--- config.mk ---
export PLATFORM = sky130hd
export DESIGN_NAME = cdb_writeback
export DESIGN_NICKNAME = d
export VERILOG_FILES = /design/src/rtl/cdb_writeback_pkg.sv /design/src/rtl/cdb_writeback_fifo.sv /design/src/rtl/cdb_writeback.sv
export SDC_FILE = /design/constraint.sdc
export NUM_CORES = 1
export LEC_CHECK = 0
export BUFFER_PORTS_ARGS = -buffer_cell sky130_fd_sc_hd__buf_2
export CAP_MARGIN = 20
export CORE_MARGIN = 1.5
export CORE_UTILIZATION = 35
export DETAILED_ROUTE_END_ITERATION = 10
export GPL_ROUTABILITY_DRIVEN = 1
export PLACE_DENSITY = 0.65
export SLEW_MARGIN = 20
export SYNTH_ARGS = -nofsm -noshare
export SYNTH_HDL_FRONTEND = slang
export SYNTH_SLANG_ARGS = --single-unit
export TNS_END_PERCENT = 1
--- constraint.sdc ---
create_clock -name clk -period 9.6 [get_ports clk]
set_input_delay 1.44 -clock clk [delete_from_list [all_inputs] [get_ports clk]]
set_output_delay 1.44 -clock clk [all_outputs]
set_load 0.05 [all_outputs]
--- src/rtl/cdb_writeback_pkg.sv ---
// Shared types and constants for the common-data-bus writeback unit.
package cdb_writeback_pkg;

   // Width of the per-bus arbiter grant address.
   localparam int ADDR_W = 8;

   // Entries are stored at the widest supported size; narrower
   // configurations zero-extend on the way in and truncate on the way out.
   localparam int WB_MAX_XLEN  = 64;
   localparam int WB_MAX_TAG_W = 16;

   typedef struct packed {
      logic [WB_MAX_XLEN-1:0]  result;
      logic [WB_MAX_XLEN-1:0]  jump;
      logic [WB_MAX_TAG_W-1:0] tag;
   } wb_entry_t;

   // Bundle the three result fields into one stored entry.
   function automatic wb_entry_t make_entry(input logic [WB_MAX_XLEN-1:0]  result,
                                            input logic [WB_MAX_XLEN-1:0]  jump,
                                            input logic [WB_MAX_TAG_W-1:0] tag);
      wb_entry_t e;
      e.result = result;
      e.jump   = jump;
      e.tag    = tag;
      return e;
   endfunction

endpackage

--- src/rtl/cdb_writeback_fifo.sv ---
// Multi-pop ring buffer holding completed results; the first BUS_COUNT
// entries from the head are visible at once so several buses can drain
// it in a single cycle.
module wb_fifo
   import cdb_writeback_pkg::*;
#(
   parameter int DEPTH     = 4,
   parameter int BUS_COUNT = 2,
   localparam int PTR_W    = $clog2(DEPTH),
   localparam int CNT_W    = $clog2(DEPTH) + 1,
   localparam int POP_W    = $clog2(BUS_COUNT + 1)
) (
   input  logic                            clk,
   input  logic                            reset,
   input  logic                            flush,
   input  logic                            push,
   input  wb_entry_t                       push_data,
   input  logic [POP_W-1:0]                pop_cnt,
   output logic [CNT_W-1:0]                count,
   output logic                            full,
   output wb_entry_t [BUS_COUNT-1:0]       peek
);

   wb_entry_t          mem_q [DEPTH];
   logic [PTR_W-1:0]   head_q, head_d;
   logic [PTR_W-1:0]   tail_q, tail_d;
   logic [CNT_W-1:0]   count_q, count_d;
   logic               full_q, full_d;

   // Next pointer/count state; flush empties the buffer but never blocks the drive.
   always_comb begin
      head_d  = head_q;
      tail_d  = tail_q;
      count_d = count_q;
      if (flush) begin
         head_d  = '0;
         tail_d  = '0;
         count_d = '0;
      end else begin
         // Pointers are power-of-two wide, so plain addition wraps modulo DEPTH.
         head_d  = head_q + PTR_W'(pop_cnt);
         tail_d  = tail_q + PTR_W'(push);
         count_d = count_q + CNT_W'(push) - CNT_W'(pop_cnt);
      end
      full_d = (count_d == CNT_W'(DEPTH));
   end

   // Control state registers; reset discards every buffered entry.
   always_ff @(posedge clk) begin
      if (reset) begin
         head_q  <= '0;
         tail_q  <= '0;
         count_q <= '0;
         full_q  <= 1'b0;
      end else begin
         head_q  <= head_d;
         tail_q  <= tail_d;
         count_q <= count_d;
         full_q  <= full_d;
      end
   end

   // Entry storage; contents are only meaningful while counted, so no reset.
   always_ff @(posedge clk) begin
      if (push && !flush) begin
         mem_q[tail_q] <= push_data;
      end
   end

   // Expose the oldest BUS_COUNT slots for same-cycle multi-bus drive.
   always_comb begin
      for (int i = 0; i < BUS_COUNT; i++) begin
         peek[i] = mem_q[head_q + PTR_W'(i)];
      end
   end

   assign count = count_q;
   assign full  = full_q;

endmodule

--- src/rtl/cdb_writeback.sv ---
// Writeback stage: buffers execution results and broadcasts them on the
// common data buses this unit is granted, oldest result first.
module cdb_writeback
   import cdb_writeback_pkg::*;
#(
   parameter int                XLEN      = 32,
   parameter int                DEPTH     = 4,
   parameter int                BUS_COUNT = 2,
   parameter int                TAG_W     = 6,
   parameter logic [ADDR_W-1:0] ADDRESS   = 8'h00
) (
   input  logic                        clk,
   input  logic                        reset,
   input  logic                        flush,
   input  logic                        in_valid,
   output logic                        in_ready,
   input  logic [XLEN-1:0]             in_result,
   input  logic [XLEN-1:0]             in_jump,
   input  logic [TAG_W-1:0]            in_tag,
   input  logic [BUS_COUNT*ADDR_W-1:0] bus_select,
   output logic [BUS_COUNT-1:0]        bus_req,
   output logic [BUS_COUNT-1:0]        bus_valid,
   output logic [BUS_COUNT*XLEN-1:0]   bus_result,
   output logic [BUS_COUNT*XLEN-1:0]   bus_jump,
   output logic [BUS_COUNT*TAG_W-1:0]  bus_tag,
   output logic                        full
);

   localparam int CNT_W = $clog2(DEPTH) + 1;
   localparam int POP_W = $clog2(BUS_COUNT + 1);

   logic [CNT_W-1:0]            count;
   logic                        fifo_full;
   logic                        push;
   logic [POP_W-1:0]            pop_cnt;
   logic [BUS_COUNT-1:0]        grant;
   wb_entry_t                   push_data;
   wb_entry_t [BUS_COUNT-1:0]   peek;
   logic                        unused_peek_bits;

   // Acceptance looks only at the registered count; a same-cycle pop does not free a slot.
   assign in_ready = (count < CNT_W'(DEPTH));
   assign push     = in_valid && in_ready;
   assign full     = fifo_full;

   // Widen the incoming result into the storage entry format.
   always_comb begin
      push_data = make_entry(WB_MAX_XLEN'(in_result),
                             WB_MAX_XLEN'(in_jump),
                             WB_MAX_TAG_W'(in_tag));
   end

   // Request one bus per buffered entry; a bus is ours when its grant address matches.
   always_comb begin
      bus_req = '0;
      grant   = '0;
      for (int b = 0; b < BUS_COUNT; b++) begin
         bus_req[b] = (count > CNT_W'(b));
         grant[b]   = bus_req[b] && (bus_select[b*ADDR_W +: ADDR_W] == ADDRESS);
      end
   end

   // Granted buses take consecutive entries from the head in ascending bus order.
   always_comb begin
      logic [POP_W-1:0] rank;
      rank       = '0;
      bus_valid  = '0;
      bus_result = '0;
      bus_jump   = '0;
      bus_tag    = '0;
      for (int b = 0; b < BUS_COUNT; b++) begin
         if (grant[b]) begin
            bus_valid[b] = 1'b1;
            for (int i = 0; i < BUS_COUNT; i++) begin
               if (rank == POP_W'(i)) begin
                  bus_result[b*XLEN +: XLEN]  = peek[i].result[XLEN-1:0];
                  bus_jump[b*XLEN +: XLEN]    = peek[i].jump[XLEN-1:0];
                  bus_tag[b*TAG_W +: TAG_W]   = peek[i].tag[TAG_W-1:0];
               end
            end
            rank = rank + POP_W'(1);
         end
      end
      pop_cnt = rank;
   end

   // Storage is sized for the widest configuration; fold the spare bits away.
   always_comb begin
      unused_peek_bits = ^peek;
   end

   wb_fifo #(
      .DEPTH     (DEPTH),
      .BUS_COUNT (BUS_COUNT)
   ) u_fifo (
      .clk       (clk),
      .reset     (reset),
      .flush     (flush),
      .push      (push),
      .push_data (push_data),
      .pop_cnt   (pop_cnt),
      .count     (count),
      .full      (fifo_full),
      .peek      (peek)
   );

endmodule

# --- Yosys cells after proc, flatten, opt, wreduce, memory -nomap -nowiden ---
# Memories as Yosys holds them, arrays and structs flattened. A register that Yosys moved wholly into a read port is not among the register bits.
# Index checks and enable logic that the tools add are counted.
op_classes:
  addsub: 6
  n_lt_le_gt_ge: 3
  eq_ne: 2
  muxes: 20
  n_reduce_logical: 9
op_table:
  columns: ["cell", "n"]
  rows:
  - ["2-to-1 mux 32 bit", 8]
  - ["2-to-1 mux 6 bit", 4]
  - ["zero test 8 bit", 2]
  - ["> comparator 3 x 1 -> 1 bit, second input constant", 2]
  - ["2-to-1 mux 1 bit", 5]
  - ["adder 2 x 1 -> 2 bit, second input constant", 2]
  - ["logical AND 1 bit", 4]
  - ["2-to-1 mux 2 bit", 2]
  - ["adder 3 x 1 -> 3 bit", 1]
  - ["== test 3 bit, second input constant", 1]
  - ["< comparator 3 bit, second input constant", 1]
  - ["2-to-1 mux 3 bit", 1]
  - ["subtractor 3 x 2 -> 3 bit", 1]
  - ["adder 2 x 1 -> 2 bit", 1]
  - ["adder 2 bit", 1]
  - ["== test 2 x 1 -> 1 bit, second input constant", 1]
  - ["zero test 2 bit", 1]
  - ["OR reduction 2 bit", 1]
  - ["zero test 1 bit", 1]
totals:
  register_bits: 8
  mem_bits_rw: 280
  output_inout_bits: 146
  n_memories: 1
memory_table:
  columns: ["memory", "words", "width", "rd", "rd_ports_with_merged_regs", "write_ports", "line", "rtl"]
  rows:
  - ["u_fifo.mem_q", 4, 70, 2, 1, 1, "cdb_writeback_fifo.sv:24", "wb_entry_t mem_q [DEPTH];"]

# --- Longest topological paths before layout ---
logic_depth:
  ltp_word: 8
  depth_mapped: 13
  depth_no_buf: 12

# --- Cells and area by module ---
# Synthesis repeated with hierarchy kept, for this count alone.
hier_totals:
  hier_cells: 1319
  area_unflattened_um2: 26769.4
modules_own_cells:
  columns: ["module", "n_inst", "cells_per_inst", "area_per_inst_um2"]
  rows:
  - ["wb_fifo", 1, 965, 24666.2]
  - ["cdb_writeback", 1, 354, 2103.3]

# --- Worst setup path after synthesis ---
# No wires, ideal clock.
synth_timing:
  path_kind: "input-to-reg"
  start: "input flush"
  end: "memory u_fifo.mem_q[0][0] (netlist bit) (enable)"
  arrival_time_ns: 6.866
  required_time_ns: 9.002
  path_slack_ns: 2.136
  path_stages: 2
  path_buffers: 0
  cell_sequence: "nor3b_1 -> nor3b_1"
synth_via:
  elab_chain_len: 4
synth_rtl:
  columns: ["element", "line", "rtl"]
  rows:
  - ["start: declaration", "cdb_writeback.sv:14", "input logic flush,"]
  - ["zero test 1 bit", "cdb_writeback_fifo.sv:65", "if (push && !flush) begin"]
  - ["logical AND 1 bit", "cdb_writeback_fifo.sv:65", null]
  - ["2-to-1 mux 1 bit", "cdb_writeback_fifo.sv:65", null]
  - ["2-to-1 mux 1 bit (not written as such)", "cdb_writeback_fifo.sv:66", "mem_q[tail_q] <= push_data;"]
  - ["end: declaration", "cdb_writeback_fifo.sv:24", null]
# No other way between the ends.

# --- Worst setup path in the final report ---
layout_timing:
  start: "input bus_select[7]"
  end: "output bus_result[17]"
layout_via:
  elab_chain_len: 3
layout_rtl:
  columns: ["element", "line", "rtl"]
  rows:
  - ["start: declaration", "cdb_writeback.sv:20", "input logic [BUS_COUNT*ADDR_W-1:0] bus_select,"]
  - ["zero test 8 bit", "cdb_writeback.sv:59", "grant[b] = bus_req[b] && (bus_select[b*ADDR_W +: ADDR_W] == ADDRESS);"]
  - ["logical AND 1 bit", "cdb_writeback.sv:59", null]
  - ["2-to-1 mux 32 bit", "cdb_writeback.sv:72", "if (grant[b]) begin"]
  - ["end: declaration", "cdb_writeback.sv:23", "output logic [BUS_COUNT*XLEN-1:0] bus_result,"]
# No other way between the ends.

==> summary.txt <==
Status
  – Run status: complete, no violations

Final layout
  – Area occupied by registers: 8580 µm²
  – # fillers: 3575
  – Share of final-layout standard cells stronger than drive strength 1: a little over two fifths
  – Synth-to-Final Area Change: 18.3%
  – Multi-input logic area: between 5000 and 6000 µm²
  – Final nets: 1138
  – Post-layout instance area: 16800 µm²

Placement
  – Sum of net half-perimeters after detailed placement: between 20 and 25 mm
  – Placer congestion estimate: 0.754
  – Post-DP Area: 15900 µm²
  – Worst slack, placed: just over 4 ns
  – Count of input and output buffers: 235

Timing
  – Time the final worst path needs with I/O delays and setup: 5.50 ns
  – Aggregate negative setup slack: 0 ns
  – Worst relative slew slack: ~22%
  – Worst slew pin tran: 1.17 ns
  – Peak clock frequency supported by timing: 0.182 GHz
  – Number of hold violations in the final report: 0
  – Clock tree skew after final layout: between 0.006 and 0.007 ns
  – Final slew viol count: 0
  – RSZ-0062 raised after global routing: no
  – Share of the clock period used by the worst path after layout: 57.3%
  – Count of final setup violators: 0
  – Crit path setup slack, layout: 4.10 ns

Worst setup path
  – Peak fanout along the critical path: between 70 and 80
  – Top delay family on crit path: buffers and inverters
  – Critical path required time: 8.16 ns
  – Startpoint types: primary input
  – Worst reg2reg setup slack: 5.78 ns
  – Cell-by-cell listing of the critical path: buf_2 > or4_4 > buf_4 > nor3_4 > buf_4 > and2_1 > buf_2
  – Path type of the worst setup path: primary input to output port
  – Slowest cell on the critical path: or4_4
  – Max incr delay on CP: 0.76 ns
  – Worst EP arrival: ~4.1 ns
  – Buffering stage count on the worst path with inverters included: 4
  – Setup crit end kind: output port

Yosys
  – Average size of a mapped cell: roughly 17 µm²
  – Post-Syn Instances: 845
  – Synth Area in Compound Gates: 6.17%
  – Post-synthesis cell type count: 31
  – Cell with the most instances after synthesis: edfxtp_1
  – Xor-xnor portion of the synthesized cell area: less than 1%
  – Simple-Gate Fraction of Synth Area: 7.44%
  – Cell accounting for the most synthesized area: edfxtp_1
  – Prevailing post-synth register cell: edfxtp_1
  – EDFF count, synth: 280
  – Count of warnings emitted by yosys: 0
  – Share of synthesized area occupied by flip-flops and latches: 60.4%
  – Async SR Flop Fraction: 0%
  – Synthesized net count: 942
  – Leading post-synthesis cells by cell area: edfxtp_1, mux4_2, o31ai_1, and2_1, nand4_1
  – Yosys top cell area share: 59.2%
  – Combinational family with the most area after synthesis: multiplexers
  – Combined area of all synthesized cells: 14200 µm²
  – Post-synthesis sequential element count: 288
  – List of most frequent post-synthesis cells: edfxtp_1, mux4_2, and2_1
  – Multiplexer area fraction after synthesis: 22.2%
  – Adder-cell area share of the yosys netlist: less than 1%

Pwr
  – Standby leakage power: between 5 and 6 nW
  – Power per cell area: 157 nW/µm²
  – Total power after layout: 2.64 mW
  – Peak ir drop on the vdd network: 0.131 mV

Clock network
  – Maximum root-to-sink buffer count: 3
  – Clock network latency to the later pin of the worst-skew pair: 0.56 ns
  – H-Tree Depth: 1
  – Clock tree root driver cell: clkbuf_16
  – CTS clock-pin slew for the worst setup and hold paths: ~0.06 ns
  – Post-CTS setup buffer count: 0
  – Count of instances resized after the clock tree is built: 0
  – Number of sinks driven by the clock tree: 288
  – CTS Buf Count: 31
  – Hold_buf cts: 0
  – CTS tree: yes

Global route
  – Total overflow reported by the global router: 0
  – Via count of the first global-routing pass: between 9k and 10k
  – Gr usage total: 18.0%
  – Global-route wire length before repair: 57.1 mm
  – Number of antenna violations at the first check in global routing: 6
  – Pin count of the biggest net entering global routing: 75

Drt
  – Detailed-routing iteration count for the pre-antenna-repair pass: 5
  – Residual DRC: 0
  – Drt total wl: 38.1 mm
  – WL per Instance: about 24 µm
  – Mean number of vias per cell: 5.81
  – Number of routed nets with antenna violations: 0
  – Detailed router's first-iteration violation count: around 700
  – Total number of vias: 9226

Die
  – Full die area: about 42000 µm²
  – Initial standard-cell utilization of the core: between 30% and 40%
  – Vert. Die Dim: between 200 and 250 µm
  – I/O pin cnt: 236
  – Horizontal die dimension: about 200 µm
  – Std cell rows: 73
  – Core Box Area: ~40000 µm²

Min path
  – Path type of the worst min-delay path: flop to flop

Flow run
  – Reported max-cap violation count: 0
## cells in the final DEF, fill, tap and decap left out, types with 8 or more instances in the layout
cell	count
a21oi_1	70
and2_1	74
buf_2	235
buf_4	18
clkbuf_1	8
clkbuf_16	31
clkinv_2	8
edfxtp_1	280
mux4_2	140
nand4_1	70
o31ai_1	70
## path summary, 6_finish.rpt
path,start,to,depth (start not counted)
max,bus_select[7],bus_result[17],7
min,u_fifo.tail_q[1]$_SDFF_PP0_,u_fifo.tail_q[1]$_SDFF_PP0_,2
max reg2reg,u_fifo.count[2]$_SDFF_PP0_,u_fifo.full$_SDFF_PP0_,13
min reg2reg,u_fifo.tail_q[1]$_SDFF_PP0_,u_fifo.tail_q[1]$_SDFF_PP0_,2
## routing by layer
metal / track usage, % / wire [µm] / vias to the layer above / share of wire, %
met5: 0 / 38 / - / 0.10
met2: 31.9 / 19500 / 391 / 51
met4: 3.68 / 600 / 6 / 1.6
li1: - / - / 3964 / -
met1: 22.5 / 15100 / 4815 / 40
met3: 4.13 / 2940 / 50 / 7.7
## cell type report
type | count | area share (%)
inverters | 8 | 0.179
flip-flops and latches | 288 | 51.1
clock inverters | 14 | 0.686
repair buffers | 253 | 7.81
multi-input cells | 459 | 31.5
clock buffers | 39 | 4.80
diodes | 3 | 0.0447
well taps | 525 | 3.91
## sequential cells by signal, summed over array words and instances (netlist names)
name           cells
u_fifo.mem_q     280
u_fifo.head_q      2
u_fifo.count       3
u_fifo.full        1
u_fifo.tail_q      2
## through the flow
stage | std cells | hold slack [ns] | util, %
floorplan | 845 | 0.530 | -
global placement | 1533 | 0.583 | 39.7
detailed placement | 1533 | 0.581 | 39.7
CTS | 1586 | 0.591 | 42.0
global route | 1587 | 0.636 | 42.0
finish | 1589 | 0.603 | 42.1
## tightest hold or removal path: cells and delay by family (launching register included)
| family | cells | cell delay [ns] |
|---|---|---|
| AND/OR/NAND/NOR | 1 | 0.04 |
| flip-flops | 1 | 0.36 |
| XOR/XNOR | 1 | 0.16 |
## cell families after synthesis
family / count (synthesis)
AND/OR/NAND/NOR: 167
flip-flops: 288
multiplexers: 140
XOR/XNOR: 5
adder cells (fa/ha/maj): 7
AO/OA/AOI/OAI: 140
buffers and inverters: 98
## power breakdown
group,switching (mW),internal [mW]
Sequential,0.00954,1.40
Clock,0.459,0.638
Combinational,0.0839,0.0414
Total,0.552,2.08
Power figures use the tool's default switching activity.
